===== src/rtl/pci_fifo_pkg.sv =====
// Shared constants and types for the PCI read-side receive FIFO.
package pci_fifo_pkg;

    localparam int PCI_FIFO_DATA_W = 32;
    localparam int PCI_FIFO_DEPTH  = 16;

    // Occupancy needs one bit more than the pointers so that it can hold DEPTH itself.
    typedef logic [$clog2(PCI_FIFO_DEPTH):0] pci_fifo_level_t;

endpackage


===== src/rtl/pci_fifo_ram.sv =====
// DEPTH x DATA_W register array: synchronous write port, asynchronous read port, no reset.
module pci_fifo_ram
    import pci_fifo_pkg::*;
#(
    parameter int DATA_W = PCI_FIFO_DATA_W,
    parameter int DEPTH  = PCI_FIFO_DEPTH
) (
    input  logic                     clk,
    input  logic                     we,
    input  logic [$clog2(DEPTH)-1:0] waddr,
    input  logic [DATA_W-1:0]        wdata,
    input  logic [$clog2(DEPTH)-1:0] raddr,
    output logic [DATA_W-1:0]        rdata
);

    logic [DATA_W-1:0] mem [DEPTH];

    always_ff @(posedge clk) begin
        if (we) begin
            mem[waddr] <= wdata;
        end
    end

    assign rdata = mem[raddr];

endmodule


===== src/rtl/pci_rd_fifo.sv =====
// Receive FIFO between the PCI core read interface and a valid/ready host consumer.
// Sticky overflow flag and err_clr exist only when PCI_RD_FIFO_ERR_EN is defined.
module pci_rd_fifo
    import pci_fifo_pkg::*;
#(
    parameter int DATA_W    = PCI_FIFO_DATA_W,
    parameter int DEPTH     = PCI_FIFO_DEPTH,
    parameter int AF_THRESH = 12
) (
    input  logic                   pclk,
    input  logic                   pci_rst,
    input  logic                   read_push,
    input  logic [DATA_W-1:0]      read_data,
    output logic                   read_full,
    output logic                   read_afull,
    output logic                   host_rd_valid,
    input  logic                   host_rd_ready,
    output logic [DATA_W-1:0]      host_rd_data,
    output logic [$clog2(DEPTH):0] level,
`ifdef PCI_RD_FIFO_ERR_EN
    input  logic                   err_clr,
    output logic                   overflow,
`endif
    input  logic                   flush
);

    localparam int AW = $clog2(DEPTH);
    localparam int LW = AW + 1;

    // Handshake: a word moves to the host on any rising edge where
    // host_rd_valid and host_rd_ready are both high; valid never depends on ready.
    logic [AW-1:0] wr_ptr;
    logic [AW-1:0] rd_ptr;
    logic [LW-1:0] level_q;
    logic [LW-1:0] level_next;
    logic          full_q;
    logic          afull_q;
    logic          valid_q;
    logic          push_ok;
    logic          pop_ok;

    // Acceptance is judged on the pre-edge level, so a pop in the same cycle
    // never makes room for a push into a full FIFO.
    assign push_ok = read_push && (level_q != LW'(DEPTH));
    assign pop_ok  = valid_q && host_rd_ready;

    always_comb begin
        level_next = level_q;
        if (flush) begin
            level_next = '0;
        end else if (push_ok && !pop_ok) begin
            level_next = level_q + LW'(1);
        end else if (pop_ok && !push_ok) begin
            level_next = level_q - LW'(1);
        end
    end

    always_ff @(posedge pclk or posedge pci_rst) begin
        if (pci_rst) begin
            wr_ptr  <= '0;
            rd_ptr  <= '0;
            level_q <= '0;
            full_q  <= 1'b0;
            afull_q <= 1'b0;
            valid_q <= 1'b0;
        end else begin
            if (flush) begin
                wr_ptr <= '0;
                rd_ptr <= '0;
            end else begin
                if (push_ok) wr_ptr <= wr_ptr + AW'(1);
                if (pop_ok)  rd_ptr <= rd_ptr + AW'(1);
            end
            level_q <= level_next;
            full_q  <= (level_next == LW'(DEPTH));
            afull_q <= (level_next >= LW'(AF_THRESH));
            valid_q <= (level_next != '0);
        end
    end

`ifdef PCI_RD_FIFO_ERR_EN
    logic overflow_q;

    // A new drop outranks a simultaneous clear; a flushed push is never flagged.
    always_ff @(posedge pclk or posedge pci_rst) begin
        if (pci_rst) begin
            overflow_q <= 1'b0;
        end else if (!flush && read_push && (level_q == LW'(DEPTH))) begin
            overflow_q <= 1'b1;
        end else if (err_clr) begin
            overflow_q <= 1'b0;
        end
    end

    assign overflow = overflow_q;
`endif

    pci_fifo_ram #(
        .DATA_W (DATA_W),
        .DEPTH  (DEPTH)
    ) u_ram (
        .clk   (pclk),
        .we    (push_ok && !flush),
        .waddr (wr_ptr),
        .wdata (read_data),
        .raddr (rd_ptr),
        .rdata (host_rd_data)
    );

    assign level         = level_q;
    assign read_full     = full_q;
    assign read_afull    = afull_q;
    assign host_rd_valid = valid_q;

endmodule


===== config.mk =====
export PLATFORM = sky130hd
export DESIGN_NAME = pci_rd_fifo
export DESIGN_NICKNAME = d
export VERILOG_FILES = /design/src/rtl/pci_fifo_pkg.sv /design/src/rtl/pci_fifo_ram.sv /design/src/rtl/pci_rd_fifo.sv
export SDC_FILE = /design/constraint.sdc
export NUM_CORES = 1
export LEC_CHECK = 0
export ABC_AREA = 1
export BUFFER_PORTS_ARGS = -buffer_cell sky130_fd_sc_hd__clkbuf_2
export CAP_MARGIN = 40
export CORE_UTILIZATION = 61
export DETAILED_ROUTE_END_ITERATION = 16
export GPL_TIMING_DRIVEN = 0
export PLACE_DENSITY = 0.79
export RECOVER_POWER = 25
export SLEW_MARGIN = 20
export SYNTH_ARGS = -nofsm -noshare
export SYNTH_HDL_FRONTEND = slang
export SYNTH_SLANG_ARGS = --single-unit

===== constraint.sdc =====
create_clock -name pclk -period 4.9 [get_ports pclk]
set_input_delay 0.735 -clock pclk [delete_from_list [all_inputs] [get_ports pclk]]
set_output_delay 0.735 -clock pclk [all_outputs]
set_load 0.02 [all_outputs]

### Yosys cells after proc, flatten, opt, wreduce, memory -nomap -nowiden

Memory sizes are Yosys's and may differ from the RTL's.
Cells that the tools add are included.

| storage, ports and cells | value |
|---|---|
| flip-flop bits (word level) | 16 |
| memory bits (writable) | 512 |
| bits of input ports | 37 |
| output and inout port bits | 40 |
| word-level logic and storage cells | 34 |
| memories kept | 1 |

| cells by class | value |
|---|---|
| add/sub/neg operators | 4 |
| order comparisons | 1 |
| equality and inequality tests | 2 |
| mux-type cells | 9 |
| reductions and logical operators | 11 |

Memory list:

| memory | depth | bits a word | read ports | clocked after memory_dff | write ports | line | RTL |
|---|---|---|---|---|---|---|---|
| u_ram.mem | 16 | 32 | 1 | 0 | 1 | pci_fifo_ram.sv:16 | `logic [DATA_W-1:0] mem [DEPTH];` |

Operators by type and width:

| operator | number |
|---|---|
| 2-to-1 mux 4 bit | 4 |
| 2-to-1 mux 5 bit | 3 |
| adder 4 x 1 -> 4 bit, second input constant | 2 |
| adder 5 x 1 -> 5 bit, second input constant | 1 |
| equality test 5 bit, second input constant | 1 |
| greater-or-equal comparator 5 x 4 -> 1 bit, second input constant | 1 |
| logical AND 1 bit | 5 |
| inequality test 5 bit, second input constant | 1 |
| nonzero test 5 bit | 1 |
| subtractor 5 x 1 -> 5 bit, second input constant | 1 |
| nonzero test 2 bit | 2 |
| zero test 1 bit | 3 |
| 2-to-1 mux 1 bit | 2 |

### Logic depth before layout (Yosys ltp)

Gate-level depths: netlist (run 1).

| depth | value |
|---|---|
| depth in word-level cells | 8 |
| mapped depth | 11 |
| gate-level depth less buffers | 11 |

### Cells and area by module

A second synthesis (run 1) with hierarchy kept.

| unflattened totals | value |
|---|---|
| cells, all modules | 2210 |
| area total of the unflattened synthesis | 23064.6 µm² |

By module, submodules not included:

| module | instances | cells each | area an instance (µm²) | sequential area each (µm²) |
|---|---|---|---|---|
| pci_fifo_ram | 1 | 2088 | 22089.9 | 15374.7 |
| pci_rd_fifo | 1 | 122 | 974.7 | 400.4 |

### Least setup slack after synthesis (run 1)

OpenSTA, ideal clock, no wires.

| path | value |
|---|---|
| kind | input -> register |
| start point | in read_push |
| end point | mem u_ram.mem[5][0] (netlist bit) (enable) |
| setup time | 461 ps |
| data arrival time | 3642 ps |
| required time | 4439 ps |
| path slack | 797 ps |
| stages on the path | 5 |
| buffers on the path | 1 |
| cell sequence | clkbuf_1 > nand2_4 > nor2_1 > inv_2 > nor3_1 |

| between the ends | value |
|---|---|
| longest elaborated chain between the ends | 4 |

RTL lines:

| element | line | RTL |
|---|---|---|
| start, declared | pci_rd_fifo.sv:12 | `input logic read_push,` |
| logical AND 1 bit | pci_rd_fifo.sv:44 | `assign push_ok = read_push && (level_q != LW'(DEPTH));` |
| logical AND 1 bit | pci_rd_fifo.sv:103 | `.we (push_ok && !flush),` |
| 2-to-1 mux 1 bit | pci_fifo_ram.sv:19 | `if (we) begin` |
| 2-to-1 mux 1 bit (implied by the code) | pci_fifo_ram.sv:20 | `mem[waddr] <= wdata;` |
| end, declared | pci_fifo_ram.sv:16 |  |

Every way passes these cells.

### Worst setup path in the final report (run 1)

| path | value |
|---|---|
| start point | reg rd_ptr[0] |
| end point | out host_rd_data[26] |

| between the ends | value |
|---|---|
| longest elaborated chain between the ends | 1 |

RTL lines:

| element | line | RTL |
|---|---|---|
| start, declared | pci_rd_fifo.sv:33 | `logic [AW-1:0] rd_ptr;` |
| start signal, assigned | pci_rd_fifo.sv:72 | `if (pop_ok) rd_ptr <= rd_ptr + AW'(1);` |
| memory read (16 x 32 bit) | - |  |
| end, declared | pci_rd_fifo.sv:18 | `output logic [DATA_W-1:0] host_rd_data,` |

Every way passes these cells.

==> flow_summary_export.csv, run 1 <==
group,metric,value,unit
worst_setup_path,cp_data_required_time,4.16,ns
power_and_ir_drop,vdd_drop_max,0.332,mV
routing,wire_length_reported_by_the_detailed_router,58.2,mm
synth,synth_sequential_area_ratio,75.2,%
clock_tree,cts_tree,"done",
cells_and_area,finalCoreUtilization,71.9,%
power_and_ir_drop,switching_fraction_of_total_power,26.8,%
sta,fin_hold_ws,0.232,ns
power_and_ir_drop,cell_internal_pwr,7.73,mW
cells_and_area,nFillCells,2116,
power_and_ir_drop,power.sequential.fraction,47.8,%
clock_tree,worstSkewPairLatency,0.57,ns
placement,finalWeightedCongestion,0.855,
cells_and_area,layout_common_cells,"sky130_fd_sc_hd__edfxtp_1, sky130_fd_sc_hd__nor2_1, sky130_fd_sc_hd__o21ai_0",
global_routing,first_pass_grt_wire_length,85.0,mm
die,die_w,187,um
sta,tightestPinTransition,0.877,ns
power_and_ir_drop,powerDensity,436,nW/um2
sta,fin_crit,3.79,ns
power_and_ir_drop,clock_power_share,36.5,%
sta,number_of_endpoints_failing_setup_at_the_final_stage,0,
routing,number_of_remaining_drc_errors,0,
routing,vias_per_cell,6.67,
worst_setup_path,reg2regPathDepth,9,
sta,highest_attainable_clock_frequency,264,MHz
sta,drv_slew,0,
synth,synth_ff_type,"sky130_fd_sc_hd__edfxtp_1",
global_routing,first_global_vias,13800,
power_and_ir_drop,power_frac_comb,15.7,%
clock_tree,cts_post_setup_buffers_inserted,0,
synth,synthCells,1431,
worst_setup_path,cp_launch_type,"register",
global_routing,grt_util_all_layers,33.3,%
placement,dp_hpwl,37.7,mm
clock_tree,clk_path_buf_depth,3,
worst_setup_path,critical_path_arrival,3.05,ns
clock_tree,cts.reportedPaths.clkPinSlew,0.06,ns
cells_and_area,finalInstanceArea,24200,um2
sta,layout_worst_path_cycle_share,77.3,%
clock_tree,holdBufCountCts,0,
die,die_height,187,um
cells_and_area,layout.nets,1658,
synth,postSynthNetCount,1475,
synth,yosys_register_bits,528,
placement,placedInstanceArea,22600,um2
cells_and_area,final-seq-area,15800,um2
cells_and_area,layout.cells.most_common,"sky130_fd_sc_hd__edfxtp_1",
global_routing,grt_antenna_before_repair,2,
clock_tree,cts_made_buffers,51,
worst_setup_path,worstReg2RegStart,"level[0]$_DFF_PP0_",
sta,timing.setup.tns,0,ns
cells_and_area,area_growth_syn_to_layout,15.5,%
routing,route.vias.total,14000,
routing,drt-initial-drc-count,2281,
die,dieArea,35200,um2
sta,max-slew-margin-rel,41.6,%
placement,port-buffer-count,74,
synth,syn-mean-instance-area,14.7,um2
sta,rsz0062_at_grt,"no",
die,core_region_area,33700,um2
power_and_ir_drop,power_switching,2.83,mW
sta,hold_viol,0,
die,rows,67,
worst_setup_path,setup.reg_to_reg.worst_slack,1.92,ns
global_routing,grt_overflow,0,
worst_setup_path,r2r-end,"u_ram.mem[9][12]$_DFFE_PP_",
synth,ys_types,32,
sta,skew,0.0110,ns
synth,synth-edff-count,512,
worst_setup_path,path_class,"reg -> out",
synth,async_reset_ff_share,3.03,%
worst_setup_path,critical_path_peak_fanout,10,
job,cap_viol_max_count,0,
routing,drtAntennaViolNets,0,
die,pin_count,77,
clock_tree,cts_sinks,528,
cells_and_area,multiInputGateArea,4670,um2
run_status,status,"complete, no violations",
cells_and_area,final_layout_size_suffix_gt1_share,14.5,%
routing,first_pass_drt_iterations,6,
worst_setup_path,critPathCaptureType,"output pin",
synth,synthesis.area,21000,um2
power_and_ir_drop,static-leakage-power,7.96,nW
synth,ys.warnings.count,0,
global_routing,grt_start_max_net_pins,21,
routing,wl_per_cell,27.7,um
clock_tree,htree_levels,2,
clock_tree,cts_repair_resize_count,0,
die,starting_density,62.3,%
clock_tree,clock-root-buffer,"sky130_fd_sc_hd__clkbuf_16",
hold_path,hold_path_class,"in -> async",
==> state kept, by name, summed over array words and instances, names as in the netlist <==
signal         flops
host_rd_valid      1
u_ram.mem        512
read_afull         1
level              5
rd_ptr             4
wr_ptr             4
read_full          1
==> cell usage after synthesis, types with 2 or more instances <==
library cell               instances  share of area, %
sky130_fd_sc_hd__inv_1            21              0.38
sky130_fd_sc_hd__dfrtp_1          16               1.9
sky130_fd_sc_hd__edfxtp_1        512                73
sky130_fd_sc_hd__mux2i_1          96               4.6
sky130_fd_sc_hd__nand4_1           7              0.21
sky130_fd_sc_hd__buf_8             5              0.36
sky130_fd_sc_hd__buf_6            10              0.54
sky130_fd_sc_hd__o22ai_1          32              0.95
sky130_fd_sc_hd__o221ai_1         64               2.7
sky130_fd_sc_hd__o211ai_1         64               2.3
sky130_fd_sc_hd__a21oi_1           4             0.095
sky130_fd_sc_hd__ha_1              7              0.42
sky130_fd_sc_hd__nor2_1          209               3.7
sky130_fd_sc_hd__buf_2            18              0.43
sky130_fd_sc_hd__nand3_1          49               1.2
sky130_fd_sc_hd__clkbuf_1         62               1.1
sky130_fd_sc_hd__inv_2             3             0.054
sky130_fd_sc_hd__nand2_1          63               1.1
sky130_fd_sc_hd__o21ai_1          13              0.31
sky130_fd_sc_hd__clkinv_1          2             0.036
sky130_fd_sc_hd__nor3_1           11              0.26
sky130_fd_sc_hd__o21ai_0         153               3.6
==> power by group through the flow <==
stage               Sequential, mW  Clock, mW  Combinational (mW)
detailed placement            5.14          0                1.61
global placement              5.14          0                1.54
floorplan                     5.15          0               0.977
CTS                           5.05       3.85                1.62
global route                  5.05       4.03                1.75
finish                        5.05       3.86                1.66
==> stage by stage <==
step	std cells	worst slack, ns	power [mW]
finish	2100	1.11	10.6
detailed placement	2005	1.81	6.75
global route	2100	1.05	10.8
floorplan	1431	0.797	6.13
global placement	1953	-2.01	6.68
CTS	2095	1.23	10.5
==> kinds of logic after synthesis <==
| logic type | synth area share (%) |
|---|---|
| AO/OA/AOI/OAI | 10.0 |
| adder cells (fa/ha/maj) | 0.417 |
| buffers and inverters | 3.08 |
| flip-flops | 75.2 |
| multiplexers | 4.58 |
| AND/OR/NAND/NOR | 6.75 |
==> area by class of cell <==
type | instances | share of cell area, %
Clock inverter | 27 | 1.05
Timing Repair Buffer | 130 | 4.00
Tap cell | 448 | 2.31
Sequential cell | 528 | 65.1
Multi-Input combinational cell | 778 | 19.3
Antenna cell | 1 | 0.0103
Buffer | 98 | 2.24
Clock buffer | 63 | 5.63
Inverter | 27 | 0.428
==> how the worst max path moves through the flow <==
stage                          startpoint                    endpoint  slack, ns  depth (start not counted)
floorplan                       read_push   u_ram.mem[5][0]$_DFFE_PP_       0.80                          5
global placement                read_push  u_ram.mem[9][13]$_DFFE_PP_      -2.01                          5
detailed placement              read_push  u_ram.mem[9][11]$_DFFE_PP_       1.81                          7
CTS                 rd_ptr[0]$_DFFE_PP0P_            host_rd_data[26]       1.23                          8
global route        rd_ptr[1]$_DFFE_PP0P_            host_rd_data[27]       1.05                          8
finish              rd_ptr[0]$_DFFE_PP0P_            host_rd_data[26]       1.11                          8
==> worst max-delay path, cell delays in order (launching register included) <==
cell	delay, ns
sky130_fd_sc_hd__dfrtp_1	0.58
sky130_fd_sc_hd__buf_6	0.26
sky130_fd_sc_hd__inv_4	0.11
sky130_fd_sc_hd__clkbuf_1	0.60
sky130_fd_sc_hd__nor2_1	0.10
sky130_fd_sc_hd__o22ai_1	0.24
sky130_fd_sc_hd__o211ai_1	0.19
sky130_fd_sc_hd__nand2_1	0.20
sky130_fd_sc_hd__clkbuf_2	0.20
==> metal layers <==
layer  vias up  track usage, %  routed length, um
li1       5865               -                  -
met3       196            6.46               7030
met5         -               0                 12
met4         2            15.9               2650
met1      6835            43.9              20600
met2      1100            53.8              27900
Power figures use the tool's default switching activity.
==> inputs of run 2 (changes only) <==
--- a/config.mk
+++ b/config.mk
@@ -8,10 +8,10 @@
 export ABC_AREA = 1
 export BUFFER_PORTS_ARGS = -buffer_cell sky130_fd_sc_hd__clkbuf_2
 export CAP_MARGIN = 40
-export CORE_UTILIZATION = 61
+export CORE_UTILIZATION = 56
 export DETAILED_ROUTE_END_ITERATION = 16
 export GPL_TIMING_DRIVEN = 0
-export PLACE_DENSITY = 0.79
+export PLACE_DENSITY = 0.76
 export RECOVER_POWER = 25
 export SLEW_MARGIN = 20
 export SYNTH_ARGS = -nofsm -noshare
==> constraint.sdc (replaced) <==
create_clock -name pclk -period 3.15 [get_ports pclk]
set_input_delay 0.4725 -clock pclk [delete_from_list [all_inputs] [get_ports pclk]]
set_output_delay 0.4725 -clock pclk [all_outputs]
set_load 0.02 [all_outputs]
==> run 2 against run 1 <==
  * Critical path depth unchanged
  * Flip-flop and latch count unchanged
  * Routed wire length up 1.7%
  * First-iteration DRC count is 20% lower
  * Global-route usage is 1.7 points lower
  * Combinational power increased by 58%
  * Critical endpoint is now host_rd_data[3]
  * Largest cell class unchanged
==> flow_summary_export.csv, run 2 (synthesized netlist as in run 1, its figures left out) <==
group,metric,value,unit
global_routing,first_global_vias,13800,
routing,drt-initial-drc-count,1829,
clock_tree,cts_sinks,528,
worst_setup_path,setup.reg_to_reg.worst_slack,0.15,ns
sta,layout_worst_path_cycle_share,99.2,%
global_routing,grt_antenna_before_repair,1,
routing,wire_length_reported_by_the_detailed_router,59.2,mm
placement,preCtsSetupSlack,0.185,ns
sta,hold_viol,0,
routing,route.vias.total,13900,
sta,fin_crit,3.13,ns
die,rows,70,
cells_and_area,final_layout_size_suffix_gt1_share,17.2,%
cells_and_area,area_growth_syn_to_layout,16.4,%
run_status,status,"complete, no violations",
cells_and_area,largest-register,"u_ram.mem",
die,starting_density,57.1,%
die,die_w,196,um
sta,fin_hold_ws,0.308,ns
routing,drtAntennaViolNets,0,
sta,highest_attainable_clock_frequency,320,MHz
placement,finalWeightedCongestion,0.848,
clock_tree,cts.reportedPaths.clkPinSlew,0.06,ns
clock_tree,worstSkewPairLatency,0.59,ns
routing,vias_per_cell,6.53,
sta,postLayoutSetupSlackWorst,0.0238,ns
global_routing,grt_util_all_layers,31.5,%
cells_and_area,largest_reg_flops,512,
worst_setup_path,critical_path_arrival,2.65,ns
sta,max-slew-margin-rel,37.3,%
worst_setup_path,reg2regPathDepth,10,
clock_tree,clock-root-buffer,"sky130_fd_sc_hd__clkbuf_16",
cells_and_area,antenna_cells,0,
clock_tree,clk_path_buf_depth,3,
sta,timing.setup.tns,0,ns
power_and_ir_drop,vdd_drop_max,0.590,mV
die,pin_count,77,
routing,number_of_remaining_drc_errors,0,
die,die_height,196,um
die,core_region_area,36800,um2
die,dieArea,38300,um2
cells_and_area,layout.cells.most_common,"sky130_fd_sc_hd__edfxtp_1",
clock_tree,htree_levels,2,
global_routing,grt_start_max_net_pins,19,
power_and_ir_drop,static-leakage-power,8.14,nW
cells_and_area,layout_common_cells,"sky130_fd_sc_hd__edfxtp_1, sky130_fd_sc_hd__nor2_1, sky130_fd_sc_hd__o21ai_0",
placement,port-buffer-count,74,
routing,first_pass_drt_iterations,5,
sta,tightestPinTransition,0.941,ns
routing,wl_per_cell,27.8,um
worst_setup_path,critical_path_peak_fanout,10,
worst_setup_path,path_class,"reg -> out",
placement,dp_hpwl,39.1,mm
sta,number_of_endpoints_failing_setup_at_the_final_stage,0,
cells_and_area,layout.nets,1662,
power_and_ir_drop,powerDensity,669,nW/um2
clock_tree,cts_tree,"done",
hold_path,hold_path_class,"in -> reg",
global_routing,grt_overflow,0,
worst_setup_path,cp-endpoint,"host_rd_data[3]",
worst_setup_path,cp_data_required_time,2.68,ns
worst_setup_path,crit_path_start,"rd_ptr[0]$_DFFE_PP0P_",
worst_setup_path,cp_launch_type,"register",
worst_setup_path,r2r-end,"u_ram.mem[15][17]$_DFFE_PP_",
global_routing,first_pass_grt_wire_length,86.7,mm
sta,rsz0062_at_grt,"yes",
clock_tree,cts_made_buffers,51,
sta,drv_slew,0,
job,cap_viol_max_count,0,
worst_setup_path,critPathCaptureType,"output pin",
power_and_ir_drop,power.total,16.3,mW
sta,skew,0.0178,ns
worst_setup_path,worstReg2RegStart,"level[0]$_DFF_PP0_",
## run 2: area by class of cell
type,instances,area (um2)
fillers,2435,12400
multi-input cells,778,4670
plain buffers,98,614
repair buffers,134,1110
clock inverters,28,226
flip-flops and latches,528,15800
well taps,468,586
inverters,27,105
clock buffers,65,1350
## run 2: metal layers
| metal | routed length, um | global-route usage [%] | vias to the layer above |
|---|---|---|---|
| li1 | - | - | 5871 |
| met1 | 21500 | 41.2 | 6847 |
| met2 | 28100 | 50.8 | 980 |
| met3 | 6730 | 6.48 | 185 |
| met4 | 2790 | 15.0 | 2 |
| met5 | 16 | 0 | - |
## run 2: worst max-delay path, cell delays in order (launching register included)
cell	delay (ns)
sky130_fd_sc_hd__dfrtp_2	0.49
sky130_fd_sc_hd__buf_8	0.19
sky130_fd_sc_hd__inv_4	0.10
sky130_fd_sc_hd__clkbuf_2	0.37
sky130_fd_sc_hd__nor2_1	0.12
sky130_fd_sc_hd__o221ai_1	0.26
sky130_fd_sc_hd__nand3_1	0.15
sky130_fd_sc_hd__nand2_1	0.17
sky130_fd_sc_hd__clkbuf_2	0.19
## run 2: through the flow
stage | instance area (um2) | cells | util (%)
finish | 24400 | 2126 | 66.4
global route | 24400 | 2126 | 66.4
CTS | 24400 | 2124 | 66.4
detailed placement | 22800 | 2030 | 61.9
global placement | 22000 | 1973 | 59.7
floorplan | 21000 | 1431 | -
## run 2: worst min path at each step
stage | slack, ns | start | cells after the start | end
after floorplan | 0.39 | pci_rst | 1 | host_rd_valid$_DFF_PP0_
after global placement | 0.54 | wr_ptr[0]$_DFFE_PP0P_ | 1 | wr_ptr[0]$_DFFE_PP0P_
after global routing | 0.33 | read_data[7] | 1 | u_ram.mem[9][7]$_DFFE_PP_
final | 0.31 | read_data[22] | 1 | u_ram.mem[13][22]$_DFFE_PP_
after CTS | 0.26 | read_data[20] | 1 | u_ram.mem[14][20]$_DFFE_PP_
after detailed placement | 0.58 | pci_rst | 2 | level[4]$_DFF_PP0_
## run 2: power by group
part	total, mW	switching (mW)	internal, mW
sequential	7.85	0.0562	7.80
clock	5.87	2.59	3.28
combinational	2.63	1.81	0.815
total	16.3	4.46	11.9
## run 2: what timing repair did
item,CTS,global route
pin swaps,0,1
setup buffers,0,2
hold buffers,1,0
gates resized for setup,35,25
hold endpoints to repair,16,0
endpoints found under the setup margin,32,36
==> inputs of run 3 (changes only) <==
--- a/config.mk
+++ b/config.mk
@@ -11,7 +11,7 @@
 export CORE_UTILIZATION = 56
 export DETAILED_ROUTE_END_ITERATION = 16
 export GPL_TIMING_DRIVEN = 0
-export PLACE_DENSITY = 0.76
+export PLACE_DENSITY = 0.79
 export RECOVER_POWER = 25
 export SLEW_MARGIN = 20
 export SYNTH_ARGS = -nofsm -noshare
==> run 3 against run 2 <==
  * The flow now finishes with violations (setup timing)
  * Combinational power hardly changed
  * Power shrank 0.34%
  * Count of clock-buffer cells in the layout is 1 higher
  * Sequential power is essentially flat
  * Via count rose by 0.86%
  * First-iteration DRC count rose by 21%
  * Clock skew is 0.0026 ns higher
  * Final cell count is essentially flat
  * Design area hardly changed
  * Die area did not move
==> flow_summary_export.csv, run 3 (synthesized netlist as in run 1, its figures left out) <==
group,metric,value,unit
global_routing,grt_antenna_before_repair,1,
clock_tree,clock-root-buffer,"sky130_fd_sc_hd__clkbuf_16",
die,die_height,196,um
global_routing,grt_util_all_layers,31.5,%
run_status,violated_checks,"setup timing",
worst_setup_path,critical_path_peak_fanout,10,
worst_setup_path,crit_path_start,"rd_ptr[1]$_DFFE_PP0P_",
sta,skew,0.0204,ns
routing,wire_length_reported_by_the_detailed_router,59.5,mm
clock_tree,cts_made_buffers,51,
job,cap_viol_max_count,0,
global_routing,grt_start_max_net_pins,18,
run_status,status,"finished with violations",
worst_setup_path,cp_data_required_time,2.68,ns
clock_tree,cts_sinks,528,
worst_setup_path,setup.reg_to_reg.worst_slack,0.14,ns
routing,drt-initial-drc-count,2222,
routing,wl_met2,28.0,mm
hold_path,hold_path_class,"in -> reg",
cells_and_area,largest_reg_flops,512,
placement,finalWeightedCongestion,0.852,
clock_tree,htree_levels,2,
sta,drv_slew,0,
routing,number_of_remaining_drc_errors,0,
sta,fin_crit,3.17,ns
worst_setup_path,worstReg2RegStart,"level[0]$_DFF_PP0_",
routing,first_pass_drt_iterations,5,
die,core_region_area,36800,um2
cells_and_area,finalCoreUtilization,66.4,%
routing,wl_per_cell,28.0,um
power_and_ir_drop,vdd_drop_max,0.487,mV
power_and_ir_drop,powerDensity,667,nW/um2
cells_and_area,stdcell_count,2128,
worst_setup_path,critPathCaptureType,"output pin",
sta,max-slew-margin-rel,39.1,%
sta,layout_worst_path_cycle_share,101,%
routing,met3_length,7.37,mm
hold_path,timing.hold.worst_path_depth,5,
cells_and_area,final_layout_size_suffix_gt1_share,16.7,%
sta,number_of_endpoints_failing_setup_at_the_final_stage,1,
cells_and_area,layout.cells.most_common,"sky130_fd_sc_hd__edfxtp_1",
routing,route.vias.total,14000,
placement,place_inst,2028,
die,pin_count,77,
global_routing,first_pass_grt_wire_length,86.2,mm
routing,vias_per_cell,6.58,
cells_and_area,layout_common_cells,"sky130_fd_sc_hd__edfxtp_1, sky130_fd_sc_hd__nor2_1, sky130_fd_sc_hd__o21ai_0",
clock_tree,cts_tree,"done",
worst_setup_path,critical-path-slowest-cell,"sky130_fd_sc_hd__clkbuf_1",
sta,timing.setup.tns,-0.0167,ns
power_and_ir_drop,static-leakage-power,8.11,nW
worst_setup_path,r2r-end,"u_ram.mem[15][14]$_DFFE_PP_",
worst_setup_path,cpPeakStageDelay,0.53,ns
die,starting_density,57.1,%
die,die_w,196,um
global_routing,first_global_vias,13800,
worst_setup_path,cp_launch_type,"register",
cells_and_area,area_growth_syn_to_layout,16.4,%
hold_path,worst_hold_path.endpoint,"rd_ptr[1]$_DFFE_PP0P_",
die,rows,70,
placement,dp_hpwl,38.3,mm
routing,dr.max_layer_used,"met4",
worst_setup_path,reg2regPathDepth,10,
sta,tightestPinTransition,0.914,ns
clock_tree,clk_path_buf_depth,3,
worst_setup_path,path_cells,"buf_2, buf_4, clkbuf_1, o22ai_1, o211ai_1, nand2_1, clkbuf_2",
sta,highest_attainable_clock_frequency,316,MHz
clock_tree,cts.reportedPaths.clkPinSlew,0.06,ns
hold_path,hold_path.startpoint,"host_rd_ready",
routing,routedLengthMet1,21.4,mm
worst_setup_path,critical_path_arrival,2.69,ns
sta,hold_viol,0,
placement,port-buffer-count,74,
cells_and_area,largest-register,"u_ram.mem",
routing,drtAntennaViolNets,0,
cells_and_area,layout.nets,1664,
global_routing,grt_overflow,0,
clock_tree,worstSkewPairLatency,0.61,ns
die,dieArea,38300,um2
worst_setup_path,path_class,"reg -> out",
sta,postLayoutSetupSlackWorst,-0.0167,ns
run 3: cell types whose count changed in the layout (fill, tap and decap cells not counted), sizes merged:
cell / before / now
buf: 91 / 96
clkbuf: 205 / 203
bufinv: 3 / 2
clkinv: 25 / 24
diode: 0 / 1
run 3: worst max-delay path, delay by kind of cell (launching register included):
family          cells  cell delay [ns]
compound gates      2             0.46
buf+inv             4             1.16
flops               1             0.36
simple gates        1             0.12
run 3: worst max-delay path by stage:
stage,endpoint,cells past startpoint
2_1_floorplan,u_ram.mem[5][0]$_DFFE_PP_,7
3_3_place_gp,u_ram.mem[9][13]$_DFFE_PP_,7
3_5_place_dp,u_ram.mem[1][11]$_DFFE_PP_,11
4_1_cts,host_rd_data[12],7
5_1_grt,host_rd_data[9],7
6_report,host_rd_data[12],7
run 3: layer usage:
metal | GRT usage [%] | vias to the layer above
met5 | 0 | -
met3 | 7.81 | 191
met2 | 49.6 | 1060
met1 | 40.6 | 6877
met4 | 16.7 | 0
li1 | - | 5877
run 3: cell type report:
class | count | area [um2]
Antenna cell | 1 | 2.50
Buffer | 98 | 594
Clock buffer | 66 | 1380
Clock inverter | 26 | 178
Fill cell | 2472 | 12400
Inverter | 27 | 108
Multi-Input combinational cell | 778 | 4680
Sequential cell | 528 | 15800
Tap cell | 468 | 586
Timing Repair Buffer | 136 | 1120
run 3: report_power, final:
part | internal (mW) | total [mW] | switching (mW)
registers | 7.80 | 7.85 | 0.0525
clock network | 3.23 | 5.81 | 2.57
logic | 0.807 | 2.63 | 1.83
run 3: metrics by stage:
step	power, mW	instance area (um2)	hold WS (ns)	setup slack [ns]
floorplan	9.54	21000	0.386	-0.908
global placement	10.4	22000	0.540	-3.65
detailed placement	10.5	22700	0.576	-0.0455
CTS	16.2	24400	0.258	0.00893
global route	16.7	24400	0.330	-0.0133
finish	16.3	24400	0.304	-0.0167
run 3: timing repair:
| action | 4_1_cts | 5_1_grt |
|---|---|---|
| hold buffers | 1 | 0 |
| endpoints found under the hold margin | 16 | 0 |
| endpoints found under the setup margin | 39 | 38 |
| resized for setup | 29 | 24 |
| gates cloned | 0 | 0 |
| setup buffers | 2 | 1 |
| pin swaps | 0 | 1 |
